[config.mk]
export PLATFORM = sky130hd
export DESIGN_NAME = delay_sideset
export DESIGN_NICKNAME = d
export VERILOG_FILES = /design/src/rtl/pio_pkg.sv /design/src/rtl/pio_delay_counter.sv /design/src/rtl/delay_sideset.sv
export SDC_FILE = /design/constraint.sdc
export NUM_CORES = 1
export LEC_CHECK = 0
export BUFFER_PORTS_ARGS = -buffer_cell sky130_fd_sc_hd__buf_2
export CORE_MARGIN = 4
export CORE_UTILIZATION = 43
export CTS_BUF_LIST = sky130_fd_sc_hd__clkbuf_8
export CTS_CLUSTER_DIAMETER = 80
export DETAILED_ROUTE_END_ITERATION = 8
export PLACE_DENSITY = 0.75
export SYNTH_ARGS = -nofsm -noshare
export SYNTH_HDL_FRONTEND = slang
export SYNTH_SLANG_ARGS = --single-unit
[constraint.sdc]
create_clock -name clk -period 2.25 [get_ports clk]
set_clock_uncertainty 0.05 [all_clocks]
set_input_delay 0.225 -clock clk [delete_from_list [all_inputs] [get_ports clk]]
set_output_delay 0.225 -clock clk [all_outputs]
set_load 0.1 [all_outputs]
[src/rtl/pio_pkg.sv]
// Shared types and constants for the side-set / delay block.
package pio_pkg;

  localparam int unsigned DELAY_W   = 5;
  localparam int unsigned SS_W      = 5;
  localparam int unsigned SS_BITS_W = 3;

  typedef enum logic [1:0] {
    ST_IDLE    = 2'd0,
    ST_STALLED = 2'd1,
    ST_DELAY   = 2'd2
  } state_t;

  // One side-set write: data value plus per-bit write enable.
  typedef struct packed {
    logic [SS_W-1:0] data;
    logic [SS_W-1:0] mask;
  } ss_pair_t;

  // Low-order mask of 'bits' ones; counts above SS_W saturate to all ones.
  function automatic logic [SS_W-1:0] ss_mask(input logic [SS_BITS_W-1:0] bits);
    logic [SS_W-1:0] m;
    m = '0;
    for (int unsigned i = 0; i < SS_W; i++) begin
      m[i] = (i < 32'(bits));
    end
    return m;
  endfunction

endpackage

[src/rtl/pio_delay_counter.sv]
// Loadable down-counter for instruction delay cycles; stops at zero.
module pio_delay_counter
  import pio_pkg::*;
(
  input  logic               clk,
  input  logic               reset_n,
  input  logic               clear,
  input  logic               load,
  input  logic               en,
  input  logic [DELAY_W-1:0] load_value,
  output logic               done
);

  logic [DELAY_W-1:0] count;

  // Clear wins over load, load wins over decrement; never wraps below zero.
  always_ff @(posedge clk or negedge reset_n) begin
    if (!reset_n) begin
      count <= '0;
    end else if (clear) begin
      count <= '0;
    end else if (load) begin
      count <= load_value;
    end else if (en && (count != '0)) begin
      count <= count - DELAY_W'(1);
    end
  end

  // Last delay tick is the one taken while the count reads 1.
  assign done = (count == DELAY_W'(1));

endmodule

[src/rtl/delay_sideset.sv]
// Side-set application and post-instruction delay sequencing.
// Optional feature: define PIO_SIDESET_PINDIR_EN to let side-set target
// pin directions (ss_dirs / ss_dirs_mask) when sideset_pindir is set.
module delay_sideset
  import pio_pkg::*;
(
  input  logic                 clk,
  input  logic                 reset_n,
  input  logic                 en,
  input  logic                 issue,
  input  logic                 stall,
  input  logic                 restart,
  input  logic [DELAY_W-1:0]   delay,
  input  logic [SS_W-1:0]      side_set,
  input  logic                 sideset_enabled,
  input  logic [SS_BITS_W-1:0] sideset_bits,
  input  logic                 sideset_pindir,
  output logic [SS_W-1:0]      ss_pins,
  output logic [SS_W-1:0]      ss_pins_mask,
  output logic [SS_W-1:0]      ss_dirs,
  output logic [SS_W-1:0]      ss_dirs_mask,
  output logic                 busy
);

  state_t   state;
  state_t   state_next;
  logic     cnt_done;
  logic     complete_c;
  logic     fire_c;
  logic     dec_c;
  ss_pair_t ss_new;

  // State register.
  always_ff @(posedge clk or negedge reset_n) begin
    if (!reset_n) begin
      state <= ST_IDLE;
    end else begin
      state <= state_next;
    end
  end

  // Next-state: restart dominates; otherwise advance only on en ticks.
  always_comb begin
    state_next = state;
    if (restart) begin
      state_next = ST_IDLE;
    end else if (en) begin
      case (state)
        ST_IDLE, ST_STALLED: begin
          if (issue && stall) begin
            state_next = ST_STALLED;
          end else if (issue && (delay != '0)) begin
            state_next = ST_DELAY;
          end else begin
            state_next = ST_IDLE;
          end
        end
        ST_DELAY: begin
          if (cnt_done) begin
            state_next = ST_IDLE;
          end
        end
        default: state_next = ST_IDLE;
      endcase
    end
  end

  // Output decode: busy from state, plus strobes for counter and side-set.
  always_comb begin
    busy       = (state == ST_DELAY);
    complete_c = 1'b0;
    fire_c     = 1'b0;
    dec_c      = 1'b0;
    if (!restart && en) begin
      complete_c = issue && !stall && (state != ST_DELAY);
      fire_c     = issue && (state == ST_IDLE) && sideset_enabled &&
                   (sideset_bits != '0);
      dec_c      = (state == ST_DELAY);
    end
  end

  // Masked side-set payload for the current instruction.
  always_comb begin
    ss_new.mask = ss_mask(sideset_bits);
    ss_new.data = side_set & ss_new.mask;
  end

  pio_delay_counter u_delay_counter (
    .clk        (clk),
    .reset_n    (reset_n),
    .clear      (restart),
    .load       (complete_c),
    .en         (dec_c),
    .load_value (delay),
    .done       (cnt_done)
  );

`ifdef PIO_SIDESET_PINDIR_EN
  // Side-set registers: masks pulse for one en tick, data holds.
  always_ff @(posedge clk or negedge reset_n) begin
    if (!reset_n) begin
      ss_pins      <= '0;
      ss_pins_mask <= '0;
      ss_dirs      <= '0;
      ss_dirs_mask <= '0;
    end else if (restart) begin
      ss_pins_mask <= '0;
      ss_dirs_mask <= '0;
    end else if (en) begin
      ss_pins_mask <= '0;
      ss_dirs_mask <= '0;
      if (fire_c) begin
        if (sideset_pindir) begin
          ss_dirs      <= ss_new.data;
          ss_dirs_mask <= ss_new.mask;
        end else begin
          ss_pins      <= ss_new.data;
          ss_pins_mask <= ss_new.mask;
        end
      end
    end
  end
`else
  logic unused_pindir;

  // Side-set registers: masks pulse for one en tick, data holds.
  always_ff @(posedge clk or negedge reset_n) begin
    if (!reset_n) begin
      ss_pins      <= '0;
      ss_pins_mask <= '0;
    end else if (restart) begin
      ss_pins_mask <= '0;
    end else if (en) begin
      ss_pins_mask <= '0;
      if (fire_c) begin
        ss_pins      <= ss_new.data;
        ss_pins_mask <= ss_new.mask;
      end
    end
  end

  assign ss_dirs       = '0;
  assign ss_dirs_mask  = '0;
  assign unused_pindir = sideset_pindir;
`endif

endmodule

Word level (Yosys, flattened, before mapping):

Index checks and enable logic that the tools add are counted.

* bits in registers: 17
* logic and storage cells: 52
* RAM bits: 0
* bits in read-only memories: 0
* output and inout port bits: 21
* latch bits: 0
* input port bits: 21
* memories: 0

* reduce and logical (&&, ||, !) cells: 20
* divide/modulo/power cells: 0
* multiplexer cells: 15
* equality and inequality tests: 5
* add/sub/neg operators: 1
* shift-type cells: 0
* multiply operators: 0
* bitwise logic cells: 2
* magnitude comparators: 5

Operators by type and width (count)
* 5-bit two-way mux: 6
* 2-bit two-way mux: 5
* 5-bit nonzero test: 2
* 1-bit logical AND: 9
* 1-bit by 3-bit < comparator with 1-bit output, first input constant: 2
* 2-bit by 3-bit < comparator with 1-bit output, first input constant: 2
* 3-bit nonzero test: 2
* 5-bit AND: 1
* 5-bit by 1-bit equality test with 1-bit output, second input constant: 1
* 5-bit by 1-bit subtractor with 5-bit output, second input constant: 1
* 2-bit case mux with 2 select lines: 1
* 3-bit < comparator, first input constant: 1
* 1-bit two-way mux: 3
* 3-bit by 2-bit inequality test with 1-bit output, second input constant: 1
* 3-bit AND reduction: 1
* 2-bit by 1-bit equality test with 1-bit output, second input constant: 1
* 2-bit equality test, second input constant: 1
* 1-bit logical NOT: 2
* 2-bit logical NOT: 1
* 2-bit inequality test, second input constant: 1
* 2-bit AND reduction: 1
* 2-bit nonzero test: 1
* 2-bit OR reduction: 1
* 1-bit NOT: 1

Depth between registers and ports, before layout:

Gate-level depths: netlist of run 1.

* depth in word-level cells: 8
* mapped depth: 5
* gate-level depth less buffers: 5

By module:

A second synthesis of run 1 with hierarchy kept.

* cell total of the unflattened synthesis: 99
* area total of the unflattened synthesis: 1004.7 um2

Modules (own cells, without submodules)
* delay_sideset: sequential area each 300.3 um2, area each 648.1 um2, times used 1, cells an instance 61
* pio_delay_counter: sequential area each 125.1 um2, area each 356.6 um2, times used 1, cells an instance 38

Worst setup path before layout of run 1:

No wires, ideal clock.

* path kind: reg-to-reg
* from: reg state[1]
* to: reg u_delay_counter.count[4]
* stages on the path, launching flop included: 5
* data arrival time: 1643 ps
* required time: 2117 ps
* clock period less this slack: 1776 ps
* buffers on the path: 0
* slack: 474 ps
* library setup time: 83 ps
* path through: dfrtp_1 -> nand2b_1 -> inv_1 -> or3_1 -> o22ai_1

* elaborated cells on any way between the ends: 9
* those cells by class: 2 x eq/ne; 4 x mux; 3 x reduce/logical

RTL lines
* from (decl): line delay_sideset.sv:25 `state_t state;`
* from (signal assigned): line delay_sideset.sv:38 `state <= state_next;`
* 2-bit equality test
* net busy: line delay_sideset.sv:22 `output logic busy`
* 1-bit two-way mux: line delay_sideset.sv:74 `if (!restart && en) begin`
* 1-bit logical AND: line pio_delay_counter.sv:24 `end else if (en && (count != '0)) begin`
* 3-bit nonzero test (no source line)
* to (signal assigned): line pio_delay_counter.sv:23 `count <= load_value;`
* to (signal assigned): line pio_delay_counter.sv:25 `count <= count - DELAY_W'(1);`
* to (decl): line pio_delay_counter.sv:14 `logic [DELAY_W-1:0] count;`

The timed path passes the listed nets, and every way through them passes these cells.
A chain may end at the register's enable or synchronous reset.

Worst setup path in the final report of run 1:

* from: reg u_delay_counter.count[0]
* to: reg u_delay_counter.count[1]

* longest elaborated chain between the ends: 4
* elaborated cells on any way between the ends: 7
* those cells by class: 1 x add/sub; 3 x mux; 3 x reduce/logical

RTL lines
* 5-bit by 1-bit subtractor with 5-bit output: line pio_delay_counter.sv:25
* 5-bit two-way mux: line pio_delay_counter.sv:24
* 5-bit two-way mux: line pio_delay_counter.sv:22 `end else if (load) begin`
* 5-bit two-way mux: line pio_delay_counter.sv:20 `end else if (clear) begin`

Parallel ways exist; a longest one is shown, timed or not. The select of a mux whose other input is x is not followed.

==> reports/metrics.cfg, run 1 <==
[clock_network]
cts-resized-gates=0
cts.path.max_buffers=2
cts.htree.levels=1
postCtsSetupBuffers=0
cts_tree=built
worstSkewPairLatency_ns=0.24
tritoncts.num_buffers=3
clk_transition_reported_paths_ns=0.07
number_of_clock_sinks=17
cts_root_buf=clkbuf_8

[synthesis]
yosys_warnings=0
ys_async_sr_fraction_pct=100
post_synth_main_area_contributors=dfrtp_1 43%, buf_4 7.6%, o41ai_1 4.4%, inv_1 3.8%, a31oi_1 2.5%
syn_area_um2=986
synth.ff_latch_count=17
synth_top_area_share_pct=43.1
mean_instance_size_in_the_synthesized_netlist_um2=9.86
ys.flop_type=dfrtp_1
synth.yosys.seq_area_share_pct=43.1
syn-instance-count=100
synth_cell_types=33
synthDominantAreaCellType=dfrtp_1
synth-edff-count=0

[place]
buffers_on_ports=30
pre_cts_slack_ns=0.499
globalplace.congestion=0.809
detailed_place_hpwl_um=1670

[die]
boundaryPins=42
std_cell_rows=17
coreArea_um2=2190
fp.dieW_um=55.9
floorplan.die.height_um=55.9
start_util_pct=45.0
design.die.area_um2=3120

[pwr]
power.static_leakage_uw=0.000608
power_frac_seq_pct=35.5
power.internal_uw=526
power.switching_fraction_pct=47.6
clockPowerShare_pct=21.7
switching_power_uw=479
vdd_ir_drop_max_mv=0.521
p_comb_share_pct=42.8
power.density_nw_per_um2=849

[final_layout]
final.fill_count=202
syn_to_final_growth_pct=20.1
seqCellArea_um2=425
multi_input_comb_area_um2=473
final_common_cell=buf_2
nets=157
antenna_cells=0
final_cell_mix=30 x buf_2, 17 x dfrtp_1, 11 x inv_1
drive_gt1_share_pct=27.8

[setup_path]
cp_data_arrival_time_ns=1.91
timing_worst_setup_path_type=reg2reg
worstSetupStartpointType=flip-flop
worst_setup_path_end_kind=flip-flop
timing.critical_path.buf_inv=1
worstPathMaxFanout=6
critical_path.slowest_cell=nor4b_1
crit_path_cell_trace=inv_1 > ha_1 > nor4b_1 > o21ai_0 > a31oi_1
cp.required_ns=2.36
worst_path_largest_cell_delay_ns=0.65
path_delay_family=simple AND/OR/NAND/NOR gates

[run]
max_cap_violations=0

[global_routing]
met3_resource_use_gr_pct=4.87
grt_pass1_wl_um=3560
maximum_number_of_pins_on_one_net_before_global_route_repair=18
antenna_found_initial=0
number_of_global_route_vias_before_repair=829
grt_use_met1_pct=18.0
global_route.overflow_total=0
groute.usage.overall_pct=13.8
globalRoute.busiestLayer=met2
gr-usage-met2_pct=22.3

[drt]
avgRoutedWirePerCell_um=13.0
detail_route.iter0.violations=28
route.detailed.vias_per_inst=5.27
route.vias.total=849
drt_pre_antenna_iters=4
postRouteAntennaNets=0
drt_wl_total_um=2100
drc=0

[timing]
timing.final.crit_period_ns=1.80
setup_violation_total_in_the_final_timing_report=0
timing.final.max_slew_violations=0
grt_setup_unrepaired=no
tightest_slew_ns=0.780
finalHoldViolations=0
normalized_max_slew_margin_pct=47.3
upper_clock_frequency_limit_ghz=0.556
setup_slack_ns=0.453
layout_worst_path_cycle_share_pct=79.9
final.setup.tns_ns=0

[worst_hold_path]
min-delay-path-class=in2reg

[run_status]
run_status=completed

## cells by family (layout without fill, tap and decap cells)
group                    count (synthesis)  count (layout)  share of synthesized area (%)
adder cells (fa/ha/maj)                  2               2                           2.54
other                                    1              10                          0.380
flip-flops                              17              17                           43.1
multiplexers                             5               5                           5.46
AO/OA/AOI/OAI                           26              26                           19.0
buffers and inverters                   22              46                           12.3
AND/OR/NAND/NOR                         27              27                           17.1
## metrics by stage
step / instances / hold WS [ns] / power (uW) / util, % / area (um^2)
after floorplan: 109 / -0.121 / 729 / - / 1020
after global placement: 156 / 0.112 / 784 / 51.5 / 1130
after detailed placement: 156 / 0.120 / 792 / 51.5 / 1130
after CTS: 161 / 0.144 / 1010 / 54.0 / 1180
after global routing: 161 / 0.143 / 1050 / 54.0 / 1180
final: 161 / 0.143 / 1000 / 54.0 / 1180
## per-layer routing
| metal | vias up | wire length [um] |
|---|---|---|
| met1 | 397 | 947 |
| li1 | 416 | - |
| met5 | - | 0 |
| met4 | 0 | 0 |
| met2 | 36 | 944 |
| met3 | 0 | 205 |
## registers in the layout, summed over array words and instances (netlist names)
| register | flops |
|---|---|
| u_delay_counter.count | 5 |
| state | 2 |
| ss_pins | 5 |
| ss_pins_mask | 5 |
## path summary, 6_finish.rpt
check	start	cells past startpoint	slack, ns	to
setup / recovery	u_delay_counter.count[0]$_DFFE_PN0P_	5	0.45	u_delay_counter.count[1]$_DFFE_PN0P_
hold / removal	side_set[2]	2	0.14	ss_pins[2]$_DFFE_PN0P_
setup reg to reg	u_delay_counter.count[0]$_DFFE_PN0P_	5	0.45	u_delay_counter.count[1]$_DFFE_PN0P_
hold reg to reg	ss_pins[0]$_DFFE_PN0P_	1	0.44	ss_pins[0]$_DFFE_PN0P_
max in group asynchronous	reset_n	2	1.48	u_delay_counter.count[3]$_DFFE_PN0P_
min in group asynchronous	reset_n	2	0.40	ss_pins[1]$_DFFE_PN0P_
## worst register-to-register path, stage by stage, from the launching register on
cell	delay (ns)
dfrtp_1	0.41
inv_1	0.07
ha_1	0.17
nor4b_1	0.65
o21ai_0	0.18
a31oi_1	0.19
## cell usage after synthesis, types with 2 or more instances
| library cell | n |
|---|---|
| dfrtp_1 | 17 |
| o2bb2ai_1 | 2 |
| mux2_2 | 2 |
| buf_4 | 10 |
| ha_1 | 2 |
| nand2_1 | 3 |
| nor4b_1 | 2 |
| or4_1 | 2 |
| o41ai_1 | 5 |
| o21ai_0 | 4 |
| nor3_1 | 3 |
| o31ai_1 | 3 |
| nand3b_1 | 3 |
| mux2i_1 | 2 |
| nor2_1 | 5 |
| a31oi_1 | 4 |
| inv_1 | 10 |
| a21o_1 | 3 |
| or3_1 | 4 |
## power by group through the flow
stage	logic, uW	clock network [uW]	registers (uW)
5_1_grt	449	240	362
2_1_floorplan	162	0	567
3_5_place_dp	429	0	363
3_3_place_gp	423	0	361
4_1_cts	431	223	358
6_report	430	218	357
## layout make-up
| type | instances | area share [%] |
|---|---|---|
| Sequential cell | 17 | 35.9 |
| Multi-Input combinational cell | 70 | 40.0 |
| Tap cell | 28 | 2.96 |
| Timing Repair Buffer | 32 | 14.2 |
| Inverter | 10 | 3.17 |
| Clock buffer | 3 | 3.49 |
| Clock inverter | 1 | 0.317 |
## repair_timing
action	CTS	global route
hold endpoints to repair	17	0
hold buffers	1	0
endpoints found under the setup margin	0	0
(Power assumes the default switching activity.)
==> inputs of run 2 (changes only) <==
ABC_AREA = 1   (was unset)
PLACE_DENSITY = 0.73   (was 0.75)
clock period = 1.7 ns   (was 2.25 ns; I/O delays follow)
==> run 2 against run 1 <==
Synthesized area up 16%. Critical path depth shrank 1. Worst hold slack got worse by 0.077 ns. Final cell count increased by 32%. Cell area increased by 11%. Register-to-register slack got worse by 0.18 ns. Power grew 26%. Non-clock buffer count shrank 1. Flip-flop and latch count unchanged. Largest cell class unchanged.
==> reports/metrics.cfg, run 2 <==
[setup_path]
crit_path_cell_trace=inv_1 > nand2_2 > inv_1 > buf_2  ; was inv_1 > ha_1 > nor4b_1 > o21ai_0 > a31oi_1
path_delay_family=buffers and inverters  ; was simple AND/OR/NAND/NOR gates
worst_path_largest_cell_delay_ns=0.43  ; was 0.65 ns
worst_r2r_startpoint=u_delay_counter.count[0]$_DFFE_PN0P_  ; unchanged
timing.critical_path.buf_inv=3  ; was 1
cp.required_ns=1.48  ; was 2.36 ns
worstSetupStartpoint=state[0]$_DFFE_PN0P_  ; was u_delay_counter.count[0]$_DFFE_PN0P_
worst_setup_path_end_kind=primary output  ; was flip-flop
cp_data_arrival_time_ns=1.37  ; was 1.91 ns
worstPathMaxFanout=8  ; was 6
timing_worst_setup_path_type=reg2out  ; was reg2reg
critical_path.slowest_cell=buf_2  ; was nor4b_1
library_cell_appearing_most_often_on_the_critical_path=inv_1
worstSetupStartpointType=flip-flop  ; unchanged

[final_layout]
layout_top_registers=ss_pins: 5 flops, ss_pins_mask: 5 flops, u_delay_counter.count: 5 flops  ; unchanged
syn_to_final_growth_pct=15.4  ; was 20.1%
drive_gt1_share_pct=28.6  ; was 27.8%
final-instance-count-excl-fill=212  ; was 161
antenna_cells=0  ; unchanged
nets=206  ; was 157
final.fill_count=234  ; was 202
final_core_utilization_pct=52.8  ; was 54.0%
final_cell_mix=47 x nand2_1, 30 x buf_2, 17 x dfrtp_1  ; was 30 x buf_2, 17 x dfrtp_1, 11 x inv_1
fin_area_um2=1320  ; was 1180 um^2
final_common_cell=nand2_1  ; was buf_2

[timing]
timing.final.crit_period_ns=1.59
upper_clock_frequency_limit_ghz=0.628
setup_slack_ns=0.107  ; was 0.453 ns
grt_setup_unrepaired=no  ; unchanged
setup_violation_total_in_the_final_timing_report=0  ; unchanged
finalHoldViolations=0  ; unchanged
final.setup.tns_ns=0  ; unchanged
layout_worst_path_cycle_share_pct=93.7
timing.final.max_slew_violations=0  ; unchanged

[drt]
drc=0  ; unchanged
drt_wl_total_um=2450  ; was 2100 um
route.detailed.vias_per_inst=4.77  ; was 5.27
avgRoutedWirePerCell_um=11.5  ; was 13.0 um
route.vias.total=1011  ; was 849
drt_pre_antenna_iters=4  ; unchanged
detail_route.iter0.violations=24  ; was 28
postRouteAntennaNets=0  ; unchanged

[synthesis]
synth.ff_latch_count=17  ; unchanged
post_synth_main_area_contributors=dfrtp_1 37%, nand2_1 15%, buf_4 6.6%, nand3_1 6.1%, inv_1 4.9%  ; was dfrtp_1 43%, buf_4 7.6%, o41ai_1 4.4%, inv_1 3.8%, a31oi_1 2.5%
dominant_combinational_cell_family_by_area_after_synthesis=simple AND/OR/NAND/NOR gates  ; was compound AO/OA/AOI/OAI gates
synth_compound_gate_area_share_pct=7.89  ; was 19.0%
synth_commonest_cells=47 x nand2_1, 17 x dfrtp_1, 15 x inv_1, 14 x nand3_1  ; was 17 x dfrtp_1, 10 x buf_4, 10 x inv_1, 5 x nor2_1, 5 x o41ai_1
syn-instance-count=151  ; was 100
xor_xnor_cell_area_share_of_the_yosys_netlist_pct=0  ; unchanged
yosys_warnings=0  ; unchanged
synth.yosys.seq_area_share_pct=37.2  ; was 43.1%
synthAdderAreaFrac_pct=2.19  ; was 2.54%
ys_async_sr_fraction_pct=100  ; unchanged
synth-edff-count=0  ; unchanged
synthDominantAreaCellType=dfrtp_1  ; unchanged
synthMostInstantiatedCell=nand2_1  ; was dfrtp_1
synth_simple_gate_area_share_pct=37.9  ; was 17.1%
syn_area_um2=1140  ; was 986 um^2
synth_cell_types=24  ; was 33
synth_top_area_share_pct=37.2  ; was 43.1%
synth.area.mux_share_pct=0  ; was 5.46%
ys.flop_type=dfrtp_1  ; unchanged
mean_instance_size_in_the_synthesized_netlist_um2=7.57  ; was 9.86 um^2

[place]
globalplace.congestion=0.878  ; was 0.809
detailed_place_hpwl_um=1960  ; was 1670 um
placedInstanceArea_um2=1260  ; was 1130 um^2
pre_cts_slack_ns=0.274  ; was 0.499 ns
buffers_on_ports=30  ; unchanged
placed_cells=207  ; was 156

[clock_network]
tritoncts.num_buffers=3  ; unchanged
cts.path.max_buffers=2  ; unchanged
clk_transition_reported_paths_ns=0.07  ; about the same
cts_tree=built  ; unchanged
cts_root_buf=clkbuf_8  ; unchanged
number_of_clock_sinks=17  ; unchanged
cts.htree.levels=1  ; unchanged
cts-resized-gates=0  ; unchanged
worstSkewPairLatency_ns=0.25  ; was 0.24 ns

[die]
floorplan.die.height_um=59.5  ; was 55.9 um
boundaryPins=42  ; unchanged
fp.dieW_um=59.5  ; was 55.9 um
coreArea_um2=2500  ; was 2190 um^2
design.die.area_um2=3550  ; was 3120 um^2
std_cell_rows=18  ; was 17
start_util_pct=45.7  ; was 45.0%

[worst_hold_path]
min-delay-path-class=in2reg  ; unchanged
worstHoldStart=side_set[2]  ; unchanged

[run_status]
run_status=completed  ; unchanged

[global_routing]
global_route.overflow_total=0  ; unchanged
antenna_found_initial=0  ; unchanged
grt_pass1_wl_um=4040  ; was 3560 um
groute.usage.overall_pct=14.7  ; was 13.8%
number_of_global_route_vias_before_repair=981  ; was 829
maximum_number_of_pins_on_one_net_before_global_route_repair=18  ; unchanged

[pwr]
power.static_leakage_uw=0.000755  ; was 0.000608 uW
vdd_ir_drop_max_mv=0.912  ; was 0.521 mV
power.density_nw_per_um2=960  ; was 849 nW/um^2

[run]
max_cap_violations=0  ; unchanged

## run 2: changes by cell type in the layout (fill, tap and decap cells not counted), moves of 3 or more
cell / delta
a21o_1: -3
o21ai_2: +5
nand3b_1: -3
nand2_1: +44
o31ai_1: -3
nand4_1: +6
o41ai_1: -5
or3_1: -4
nand3_1: +14
nor2_1: +5
inv_1: +4
a31oi_1: -4
## run 2: where the power goes
group	leakage, uW	switching [uW]	internal, uW
Clock	0.0000255	131	162
Sequential	0.000230	22.8	439
Combinational	0.000499	428	83.0
## run 2: cell families (layout without fill, tap and decap cells)
group	Yosys count	in the layout
flops	17	17
other cells	1	10
compound gates	12	12
simple gates	89	89
buf+inv	30	52
fa+ha+maj	2	2
## run 2: repair_timing
action                    in CTS  in global routing
buffers inserted               0                  0
hold buffers                   1                  0
hold endpoints to repair      17                  0
## run 2: through the flow
stage          hold slack (ns)  total power [uW]
6_report                0.0658              1270
5_1_grt                 0.0765              1330
4_1_cts                 0.0605              1280
3_5_place_dp            0.0663               978
3_3_place_gp            0.0559               968
2_1_floorplan           -0.176               904
## run 2: final timing paths
kind                       slack (ns)  depth (start not counted)                                   end
max                              0.11                          4                                  busy
min                              0.07                          3                ss_pins[2]$_DFFE_PN0P_
max reg2reg                      0.27                          7  u_delay_counter.count[0]$_DFFE_PN0P_
min reg2reg                      0.43                          2                ss_pins[2]$_DFFE_PN0P_
max in group asynchronous        1.01                          2           ss_pins_mask[2]$_DFFE_PN0P_
min in group asynchronous        0.32                          2  u_delay_counter.count[4]$_DFFE_PN0P_
## run 2: layer usage
metal  vias to the layer above  global-route usage (%)  part of all wire, %
li1                        523                       -                    -
met1                       449                    17.8                   44
met4                         0                    6.01                  1.9
met3                         6                    3.05                  6.6
met2                        33                    25.3                   47
met5                         -                       0                    0
## run 2: cell type report
cell class | instances | area (um^2) | share of cell area (%)
Clock buffer | 3 | 41.3 | 3.13
Clock inverter | 1 | 5.00 | 0.380
Inverter | 17 | 63.8 | 4.84
Multi-Input combinational cell | 113 | 586 | 44.4
Sequential cell | 17 | 425 | 32.3
Tap cell | 30 | 37.5 | 2.85
Timing Repair Buffer | 31 | 160 | 12.1
## run 2: worst min-delay path, cell delays in order
cell	delay, ns
buf_2	0.07
nand2_1	0.04
nand2_1	0.05
==> inputs of run 3 (changes only) <==
clock period = 1.8 ns   (was 1.7 ns; I/O delays follow)
==> run 3 against run 2 <==
Non-clock buffer count is the same. Combinational power down 6.3%. First-iteration DRC count is 8.3% lower. Critical endpoint unchanged. Highest routed layer unchanged. Cell area stayed put. Sequential power decreased by 5.6%.
==> reports/metrics.cfg, run 3 (same netlist as run 2, synthesis figures left out) <==
[setup_path]
worstPathMaxFanout=8  ; unchanged
worstSetupStartpointType=flip-flop  ; unchanged
worst_setup_path_end_kind=primary output  ; unchanged
cp_data_arrival_time_ns=1.38  ; was 1.37 ns
cp.required_ns=1.57  ; was 1.48 ns
timing_worst_setup_path_type=reg2out  ; unchanged

[timing]
layout_worst_path_cycle_share_pct=89.6
final.setup.tns_ns=0  ; unchanged
timing.final.crit_period_ns=1.61
timing.final.max_slew_violations=0  ; unchanged
grt_setup_unrepaired=no  ; unchanged
setup_violation_total_in_the_final_timing_report=0  ; unchanged
upper_clock_frequency_limit_ghz=0.620
finalHoldViolations=0  ; unchanged

[global_routing]
grt_pass1_wl_um=3920  ; was 4040 um
groute.usage.overall_pct=14.2  ; was 14.7%
global_route.overflow_total=0  ; unchanged
maximum_number_of_pins_on_one_net_before_global_route_repair=18  ; unchanged
number_of_global_route_vias_before_repair=958  ; was 981
antenna_found_initial=0  ; unchanged

[final_layout]
seqCellArea_um2=425  ; unchanged
final_core_utilization_pct=52.8  ; unchanged
nets=206  ; unchanged
antenna_cells=0  ; unchanged
syn_to_final_growth_pct=15.4  ; unchanged
final_cell_mix=47 x nand2_1, 30 x buf_2, 17 x dfrtp_1  ; unchanged
final.fill_count=245  ; was 234
final_common_cell=nand2_1  ; unchanged
drive_gt1_share_pct=28.6  ; unchanged
layout_top_registers=ss_pins: 5 flops, ss_pins_mask: 5 flops, u_delay_counter.count: 5 flops  ; unchanged
multi_input_comb_area_um2=586  ; unchanged

[clock_network]
number_of_clock_sinks=17  ; unchanged
cts_root_buf=clkbuf_8  ; unchanged
worstSkewPairLatency_ns=0.25  ; about the same
cts-resized-gates=0  ; unchanged
tritoncts.num_buffers=3  ; unchanged
cts.path.max_buffers=2  ; unchanged
cts_tree=built  ; unchanged
cts.htree.levels=1  ; unchanged
clk_transition_reported_paths_ns=0.07  ; about the same

[drt]
route.detailed.vias_per_inst=4.76  ; was 4.77
drc=0  ; unchanged
drt_pre_antenna_iters=4  ; unchanged
avgRoutedWirePerCell_um=11.0  ; was 11.5 um
detail_route.iter0.violations=22  ; was 24
drt_wl_total_um=2340  ; was 2450 um
route.vias.total=1009  ; was 1,011
postRouteAntennaNets=0  ; unchanged

[run_status]
run_status=completed  ; unchanged

[die]
start_util_pct=45.7  ; unchanged
boundaryPins=42  ; unchanged
fp.dieW_um=59.5  ; unchanged
floorplan.die.height_um=59.5  ; unchanged
std_cell_rows=18  ; unchanged
design.die.area_um2=3550  ; unchanged
coreArea_um2=2500  ; unchanged

[place]
globalplace.congestion=0.877  ; was 0.878
detailed_place_hpwl_um=1850  ; was 1960 um
buffers_on_ports=30  ; unchanged

[pwr]
vdd_ir_drop_max_mv=0.722  ; was 0.912 mV
power.static_leakage_uw=0.000755  ; unchanged
power.density_nw_per_um2=909  ; was 960 nW/um^2

[worst_hold_path]
min-delay-path-class=in2reg  ; unchanged

[run]
max_cap_violations=0  ; unchanged

## run 3: critical path, cell delays in order (launching register included)
cell and delay, ns:
dfrtp_1 0.39, inv_1 0.07, nand2_2 0.12, inv_1 0.11, buf_2 0.43
## run 3: layer usage
layer | global-route usage (%) | share of wire, % | vias up
li1 | - | - | 520
met1 | 17.2 | 44 | 452
met2 | 24.8 | 47 | 33
met3 | 2.61 | 7.6 | 4
met4 | 5.70 | 1.5 | 0
met5 | 0 | 0 | -
## run 3: power by group
group	switching [uW]	internal, uW
sequential	20.9	415
combinational	401	78.3
clock	130	153
## run 3: final timing paths
| kind | depth (start not counted) | end | slack, ns | from |
|---|---|---|---|---|
| setup / recovery | 4 | busy | 0.19 | state[0]$_DFFE_PN0P_ |
| hold / removal | 3 | ss_pins[2]$_DFFE_PN0P_ | 0.07 | side_set[2] |
| setup reg to reg | 5 | u_delay_counter.count[0]$_DFFE_PN0P_ | 0.37 | state[1]$_DFFE_PN0P_ |
| hold reg to reg | 2 | ss_pins[2]$_DFFE_PN0P_ | 0.43 | ss_pins[2]$_DFFE_PN0P_ |
| max in group asynchronous | 2 | u_delay_counter.count[4]$_DFFE_PN0P_ | 1.10 | reset_n |
| min in group asynchronous | 2 | ss_pins[1]$_DFFE_PN0P_ | 0.33 | reset_n |
## run 3: through the flow
step / total power [uW] / instance area (um^2) / std cells / setup slack (ns) / hold slack, ns
after floorplan: 853 / 1180 / 160 / 0.120 / -0.166
after global placement: 914 / 1260 / 207 / 0.450 / 0.0655
after detailed placement: 921 / 1260 / 207 / 0.399 / 0.0733
after CTS: 1210 / 1320 / 212 / 0.191 / 0.0682
after global routing: 1260 / 1320 / 212 / 0.128 / 0.0799
final: 1200 / 1320 / 212 / 0.186 / 0.0727
## run 3: final cells by class
cell class	instances	area share, %
clock buffer	3	3.13
clock inverter	1	0.380
inverter	17	4.84
multi-input combinational	113	44.4
sequential	17	32.3
tap	30	2.85
timing repair buffer	31	12.1
## run 3: what timing repair did
item,4_1_cts,5_1_grt
buffers inserted,0,0
hold buffers,1,0
hold endpoints to repair,17,0
setup endpoints to repair,0,0
